### config.mk
export PLATFORM = sky130hd
export DESIGN_NAME = imem_loader
export DESIGN_NICKNAME = d
export VERILOG_FILES = /design/src/rtl/imem_loader.sv
export SDC_FILE = /design/constraint.sdc
export NUM_CORES = 1
export LEC_CHECK = 0
export ABC_CLOCK_PERIOD_IN_PS = 7000
export CAP_MARGIN = 20
export CORE_MARGIN = 1
export CORE_UTILIZATION = 42
export CTS_CLUSTER_DIAMETER = 60
export DETAILED_ROUTE_END_ITERATION = 7
export DONT_BUFFER_PORTS = 1
export SYNTH_ARGS = -nofsm -noshare
export SYNTH_HDL_FRONTEND = slang
export SYNTH_SLANG_ARGS = --single-unit
### constraint.sdc
create_clock -name clk -period 7 [get_ports clk]
set_input_delay 0.7 -clock clk [delete_from_list [all_inputs] [get_ports clk]]
set_output_delay 0.7 -clock clk [all_outputs]
set_load 0.01 [all_outputs]
### src/rtl/imem_loader.sv
// rtl/imem_loader.sv - byte-stream program loader for the instruction memory
//
// Collects a little-endian byte stream into 32-bit words and writes them to
// consecutive word addresses from BASE_ADDR. The core is held in reset
// (cpu_hold) until a load completes without error.
//
// Optional feature macro: IMEM_LOADER_CHECKSUM_EN
//   When defined, a 4-byte little-endian trailer follows the last data word
//   and must equal the mod-2^32 sum of all written words.
//
// Parameters:
//   BASE_ADDR    byte address of word 0 (4-byte aligned)
//   DEPTH_WORDS  memory capacity in words; longer loads are rejected
// Ports:
//   clk, rst     clock, asynchronous active-high reset
//   start        one-cycle load request (honoured only in IDLE/DONE)
//   num_words    program length in words, sampled with start
//   in_valid/in_data/in_ready  byte stream handshake, LSB of each word first
//   we/waddr/wdata             instruction memory write port
//   busy, done, error          load status
//   cpu_hold                   core reset request

module imem_loader #(
  parameter logic [31:0] BASE_ADDR   = 32'h0000_0000,
  parameter int unsigned DEPTH_WORDS = 256
) (
  input  logic        clk,
  input  logic        rst,
  input  logic        start,
  input  logic [15:0] num_words,
  input  logic        in_valid,
  input  logic [7:0]  in_data,
  output logic        in_ready,
  output logic        we,
  output logic [31:0] waddr,
  output logic [31:0] wdata,
  output logic        busy,
  output logic        done,
  output logic        error,
  output logic        cpu_hold
);

`ifdef IMEM_LOADER_CHECKSUM_EN
  typedef enum logic [2:0] {S_IDLE, S_RECV, S_WRITE, S_DONE, S_CHECK} state_t;
`else
  typedef enum logic [1:0] {S_IDLE, S_RECV, S_WRITE, S_DONE} state_t;
`endif

  state_t      state;
  logic [1:0]  byte_cnt;
  logic [15:0] word_cnt;
  logic [15:0] word_total;
`ifdef IMEM_LOADER_CHECKSUM_EN
  logic [31:0] csum;
  logic [23:0] trailer;
`endif

  always_ff @(posedge clk or posedge rst) begin
    if (rst) begin
      state      <= S_IDLE;
      in_ready   <= 1'b0;
      we         <= 1'b0;
      waddr      <= BASE_ADDR;
      wdata      <= 32'h0;
      busy       <= 1'b0;
      done       <= 1'b0;
      error      <= 1'b0;
      cpu_hold   <= 1'b1;
      byte_cnt   <= 2'd0;
      word_cnt   <= 16'd0;
      word_total <= 16'd0;
`ifdef IMEM_LOADER_CHECKSUM_EN
      csum       <= 32'h0;
      trailer    <= 24'h0;
`endif
    end else begin
      case (state)
        S_IDLE, S_DONE: begin
          if (start) begin
            if (32'(num_words) > DEPTH_WORDS) begin
              state    <= S_DONE;
              done     <= 1'b1;
              error    <= 1'b1;
              cpu_hold <= 1'b1;
            end else if (num_words == 16'd0) begin
              state    <= S_DONE;
              done     <= 1'b1;
              error    <= 1'b0;
              cpu_hold <= 1'b0;
            end else begin
              // A reload holds the core again until the new image is complete.
              state      <= S_RECV;
              done       <= 1'b0;
              error      <= 1'b0;
              cpu_hold   <= 1'b1;
              busy       <= 1'b1;
              in_ready   <= 1'b1;
              byte_cnt   <= 2'd0;
              word_cnt   <= 16'd0;
              word_total <= num_words;
              waddr      <= BASE_ADDR;
`ifdef IMEM_LOADER_CHECKSUM_EN
              csum       <= 32'h0;
`endif
            end
          end
        end

        // in_ready is registered high for the whole of RECV, so in_valid
        // alone marks an accepted byte here.
        S_RECV: begin
          if (in_valid) begin
            wdata[{byte_cnt, 3'b000} +: 8] <= in_data;
            byte_cnt <= byte_cnt + 2'd1;
            if (byte_cnt == 2'd3) begin
              state    <= S_WRITE;
              in_ready <= 1'b0;
              we       <= 1'b1;
            end
          end
        end

        // we is high for this single cycle; waddr/wdata are already stable.
        S_WRITE: begin
          we       <= 1'b0;
          waddr    <= waddr + 32'd4;
          word_cnt <= word_cnt + 16'd1;
`ifdef IMEM_LOADER_CHECKSUM_EN
          csum     <= csum + wdata;
`endif
          if (word_cnt + 16'd1 == word_total) begin
`ifdef IMEM_LOADER_CHECKSUM_EN
            state    <= S_CHECK;
            in_ready <= 1'b1;
`else
            state    <= S_DONE;
            busy     <= 1'b0;
            done     <= 1'b1;
            error    <= 1'b0;
            cpu_hold <= 1'b0;
`endif
          end else begin
            state    <= S_RECV;
            in_ready <= 1'b1;
          end
        end

`ifdef IMEM_LOADER_CHECKSUM_EN
        // byte_cnt has wrapped back to 0 after the last data word.
        S_CHECK: begin
          if (in_valid) begin
            byte_cnt <= byte_cnt + 2'd1;
            if (byte_cnt == 2'd3) begin
              state    <= S_DONE;
              in_ready <= 1'b0;
              busy     <= 1'b0;
              done     <= 1'b1;
              error    <= ({in_data, trailer} != csum);
              cpu_hold <= ({in_data, trailer} != csum);
            end else begin
              trailer[{byte_cnt, 3'b000} +: 8] <= in_data;
            end
          end
        end
`endif

        default: begin
          state <= S_IDLE;
        end
      endcase
    end
  end

endmodule
==> flow_summary.toml, run 1 <==
[global_route]
grt.total_usage = 0.2012
grt_pass1_wl_um = 20640
grt_overflow = 0
grt_pass1_vias = 3901
grt_max_degree = 73
antenna_found_initial = 0

[floorplan]
placementRows = 40
start_util = 0.4386
die-area_um2 = 13210
coreArea_um2 = 12210
die_w_um = 114.9
io-pin-count = 98
die_h_um = 114.9

[sta]
slew_headroom = 0.3943
post-route-min-period_ns = 3.055
fin_ws_ns = 3.945
maxSlewViolCount = 0
skew_ns = 0.01255
setup_tns_ns = 0
rsz0062_at_grt = "false"
period_share = 0.4364
fmax_ghz = 0.3274
max_slew.worst_pin.slew_ns = 0.9086
setup_viol = 0
finalHoldViolCount = 0

[min_path]
min_path_type = "in2async"

[routing]
drtAntennaViolNets = 0
drt-wirelength-per-cell_um = 18.25
wirelength_um = 12610
drc = 0
drtIter0Drc = 342
detail_route.first_pass.iterations = 5
vias = 4014
viasPerCell = 5.809

[final_layout]
final_cell_mix = "dfrtp_1 (103), nand2_1 (44), a22o_1 (38), nor2_1 (38), o21ai_0 (31)"
fillers = 1187
nNetsFinal = 557
area_delta_synth_final_pct = 9.320
antennaDiodeCount = 0
final_common_cell = "dfrtp_1"
drive_above_1_share = 0.1052

[power]
seqPwrFrac = 0.447
leakagePower_nw = 2.522
p_per_area_nw_per_um2 = 312.8
ir_worst_vdd_mv = 0.1418
switchingPower_uw = 692.7
p_int_mw = 1.139
p_sw_frac = 0.3782
clkPwrFrac = 0.280
p_comb_frac = 0.273

[setup_path]
crit_type = "reg2reg"
r2r_start = "state[0]$_DFFE_PP0P_"
worstPathMaxFanout = 25
arrival_ns = 3.31
startpoint = "state[0]$_DFFE_PP0P_"
required_ns = 7.26
endpoint_kind = "flip-flop"
cp-start-kind = "flip-flop"

[clocking]
htree_levels = 3
clock_sinks = 104
clkTransAtPathRegs_ns = 0.08
numCtsBuffers = 9
clk_path_buf_depth = 2
root_buffer = "clkbuf_16"
clkLatencyLatePin_ns = 0.36
cts_setup_buffers = 0
cts_resized = 0
cts_tree = "built"
ctsHoldBuffers = 0

[logic_synthesis]
ys_seq_area_frac = 0.4861
synthTopCellsByArea = "dfrtp_1 (48%), a22o_1 (6.2%), xor2_1 (4.1%)"
synthArstFlopShare = 1.000
avgSynthCellArea_um2 = 10.30
netlist_area_um2 = 5356
synthCells = 520
synth_top_area_frac = 0.4812
synth_top_cell_by_area = "dfrtp_1"
ys_types = 60
synth_seq_cells = 104
synth_edf_count = 0
yosysWarnings = 0
synth_flop_cell = "dfrtp_1"

[run]
cap_violations = 0

[placement]
dp_hpwl_um = 8769
dp_slack_ns = 3.670
portBuffers = 0
place_congestion = 0.8809

[run_status]
outcome = "finished, final reports clean"
## cell type report
type / instances / area, µm² / share of cell area
multi-input cells: 380 / 2613 / 0.4462
flip-flops and latches: 104 / 2604 / 0.4447
clock buffers: 9 / 225.2 / 0.03846
well taps: 168 / 210.2 / 0.03590
clock inverters: 7 / 77.57 / 0.01325
repair buffers: 10 / 75.07 / 0.01282
inverters: 13 / 51.30 / 0.008761
## through the flow
| stage | power (mW) | cells | area (µm²) | util | hold slack (ns) |
|---|---|---|---|---|---|
| CTS | 1.847 | 691 | 5856 | 0.4795 | 0.1890 |
| floorplan | 1.182 | 521 | 5360 | - | 0.4788 |
| finish | 1.831 | 691 | 5856 | 0.4795 | 0.1917 |
| detailed placement | 1.328 | 675 | 5553 | 0.4547 | 0.5077 |
| global placement | 1.311 | 675 | 5553 | 0.4547 | 0.5001 |
| global route | 1.938 | 691 | 5856 | 0.4795 | 0.2075 |
## logic make-up (layout without fill, tap and decap cells)
group,count (synthesis),after routing,synth area share
other cells,1,2,0.0007001
flops,104,104,0.4861
buf+inv,37,39,0.03130
xor+xnor,41,41,0.06704
fa+ha+maj,11,11,0.02569
compound gates,121,121,0.1675
simple gates,195,195,0.2009
mux,10,10,0.02079
## flip-flops by register name, indices dropped and copies added (netlist names), 2 cells and up
name,flops
byte_cnt,2
state,2
waddr,30
wdata,32
word_cnt,16
word_total,16
## synth_stat cells, drive strengths merged, types with 5 or more instances
master  count
or3         6
a22o       38
mux2        9
buf        12
xnor2      16
clkbuf     12
xor2       25
nor4       12
nor3        8
nand2      44
a31o        5
dfrtp     103
o21ai      31
nor2       38
nand3      26
and4        8
and2        6
nor2b       8
inv        12
o31ai       9
a21oi      10
ha         11
nand4      22
nand2b      5
and3        6
## per-layer routing
metal	wire length, µm	vias to the layer above	global-route usage
met5	0	-	0
met4	198	0	0.08139
met3	804	16	0.04797
met2	5773	138	0.3072
met1	5837	1948	0.2747
li1	-	1912	-
## worst max-delay path: stages, from the launching register on
cell and delay, ns:
dfrtp_1 0.40, inv_1 0.06, ha_1 0.41, clkinv_1 0.34, o41a_1 0.50, buf_4 0.23
nor2_1 0.56, nand2_1 0.18, o31ai_1 0.26
## power by group through the flow
| stage | Combinational [mW] | Clock [mW] | Sequential (mW) |
|---|---|---|---|
| finish | 0.501 | 0.512 | 0.819 |
| global route | 0.550 | 0.555 | 0.832 |
| CTS | 0.499 | 0.528 | 0.820 |
| detailed placement | 0.497 | 0 | 0.831 |
| global placement | 0.484 | 0 | 0.827 |
| floorplan | 0.387 | 0 | 0.795 |
## worst paths after layout
path | endpoint | slack (ns) | depth (start not counted)
worst max-delay path | word_cnt[11]$_DFFE_PP0P_ | 3.95 | 8
worst min-delay path | wdata[12]$_DFFE_PP0P_ | 0.19 | 1
worst max register to register | word_cnt[11]$_DFFE_PP0P_ | 3.95 | 8
worst min register to register | word_total[14]$_DFFE_PP0P_ | 0.52 | 1
max in group asynchronous | word_cnt[13]$_DFFE_PP0P_ | 5.56 | 2
min in group clk | wdata[21]$_DFFE_PP0P_ | 0.46 | 1
No activity file was read; power rests on OpenSTA's default activity.
==> run 2: changes to the inputs <==
ABC_CLOCK_PERIOD_IN_PS = 2400   (was 7000)
clock period = 2.4 ns   (was 7 ns; I/O delays follow)
==> run 2 against run 1 <==
Clock skew shrank 0.0046 ns. Clock-buffer cell count unchanged. Critical path depth shrank 1. Sequential share of layout area down 3.4 points. Global-route usage is 0.76 points higher. Power rose to 3.1 times the previous value. Non-clock buffer count increased by 52. Highest routed layer unchanged.
==> flow_summary.toml, run 2 (synthesized netlist as in run 1, its figures left out) <==
[sta]
skew_ns = 0.007993
period_share = 0.9882
slew_headroom = 0.4990
setup_viol = 0
maxSlewViolCount = 0
post-route-min-period_ns = 2.372
setup_tns_ns = 0
fin_ws_ns = 0.02823
hold_ws_ns = 0.01873
fmax_ghz = 0.4216
finalHoldViolCount = 0
rsz0062_at_grt = "true"
max_slew.worst_pin.slew_ns = 0.7500

[power]
p_int_mw = 3.577
p_sw_frac = 0.3635
finalPower_mw = 5.620
ir_worst_vdd_mv = 0.6363
clkPwrFrac = 0.275
p_comb_frac = 0.305
p_per_area_nw_per_um2 = 885.7
leakagePower_nw = 2.792
switchingPower_mw = 2.043
seqPwrFrac = 0.420

[setup_path]
crit_type = "reg2reg"
arrival_ns = 2.65
worstPathMaxFanout = 6
cp-start-kind = "flip-flop"
endpoint_kind = "flip-flop"
required_ns = 2.68

[final_layout]
drive_above_1_share = 0.1774
reg_top3 = "wdata x32, waddr x30"
antennaDiodeCount = 0
area_delta_synth_final_pct = 18.45
regMostFlops = "wdata"
largest_reg_flops = 32
design_area_um2 = 6345
final_cell_mix = "dfrtp_1 (103), buf_4 (49), nand2_1 (43)"
nNetsFinal = 609
final_common_cell = "dfrtp_1"

[routing]
drtAntennaViolNets = 0
drt-wirelength-per-cell_um = 17.71
detail_route.first_pass.iterations = 4
drc = 0
vias = 4262
wirelength_um = 13160
viasPerCell = 5.736
drtIter0Drc = 303

[floorplan]
die-area_um2 = 13210
io-pin-count = 98
coreArea_um2 = 12210
die_h_um = 114.9
start_util = 0.4386
die_w_um = 114.9
placementRows = 40

[placement]
place_congestion = 0.8473
dp_slack_ns = 0.02850
portBuffers = 0
placed_area_um2 = 5908
dp_hpwl_um = 9189

[clocking]
htree_levels = 3
clkLatencyLatePin_ns = 0.36
clock_sinks = 104
clk_path_buf_depth = 2
numCtsBuffers = 9
clkTransAtPathRegs_ns = 0.08
root_buffer = "clkbuf_16"
cts_tree = "built"

[global_route]
grt_overflow = 0
grt_max_degree = 49
antenna_found_initial = 0
grt.total_usage = 0.2087
grt_pass1_vias = 4120
grt_pass1_wl_um = 21330

[run_status]
outcome = "finished, final reports clean"

[run]
cap_violations = 0

[min_path]
min_path_type = "in2reg"
[run 2: cell types whose count changed in the layout (fill, tap and decap cells not counted), moves of 2 or more]
cell and change:
buf_12 +3, inv_8 -2, inv_6 +2, buf_4 +39, dlygate4sd3_1 +9
[run 2: cell type report]
class	instances	area, µm²
Clock buffer	9	225.2
Clock inverter	7	83.83
Fill cell	1125	5867
Inverter	13	52.55
Multi-Input combinational cell	380	2640
Sequential cell	104	2604
Tap cell	168	210.2
Timing Repair Buffer	62	529.3
[run 2: through the flow]
stage	instances	utilization
floorplan	521	-
finish	743	0.5196
global route	743	0.5196
CTS	739	0.5157
global placement	715	0.4838
detailed placement	715	0.4838
[run 2: worst paths after layout]
check                           slack, ns                          to                  startpoint  cells after the start
worst min register to register       0.53  word_total[14]$_DFFE_PP0P_  word_total[14]$_DFFE_PP0P_                      1
worst min-delay path                 0.02        wdata[9]$_DFFE_PP0P_                  in_data[1]                      1
max in group asynchronous            1.11        cpu_hold$_DFFE_PP1P_                         rst                      3
worst max register to register       0.03        in_ready$_DFFE_PP0P_     word_cnt[9]$_DFFE_PP0P_                      7
min in group asynchronous            0.49       wdata[27]$_DFFE_PP0P_                         rst                      2
worst max-delay path                 0.03        in_ready$_DFFE_PP0P_     word_cnt[9]$_DFFE_PP0P_                      7
[run 2: critical path, cell delays in order, from the launching register on]
cell     delay [ns]
dfrtp_1        0.40
nand4_4        0.12
or4_4          0.53
xnor2_1        0.15
or4_4          0.53
nor4_4         0.24
buf_6          0.16
mux2i_1        0.17
[run 2: metal layers]
metal,share of wire,global-route usage
met2,0.47,0.3257
met5,0,0
met4,0.017,0.07013
met3,0.067,0.06220
met1,0.45,0.2769
[run 2: repair_timing]
item | CTS | global route
hold buffers | 8 | 1
hold endpoints to repair | 48 | 1
resized for setup | 0 | 3
buffers inserted | 0 | 3
setup endpoints to repair | 0 | 7
[run 2: power groups by stage]
| stage | combinational, mW | sequential (mW) | clock, mW |
|---|---|---|---|
| final | 1.71 | 2.36 | 1.55 |
| after global routing | 1.90 | 2.40 | 1.67 |
| after detailed placement | 1.67 | 2.40 | 0 |
| after global placement | 1.64 | 2.38 | 0 |
| after floorplan | 1.15 | 2.32 | 0 |
| after CTS | 1.70 | 2.37 | 1.60 |
==> run 3: changes to the inputs <==
CTS_CLUSTER_SIZE = 24   (was default)
SKIP_LAST_GASP = 1   (was default)
==> results of run 3 <==
No change in the layout: final DEF, timing and power equal those of run 2.
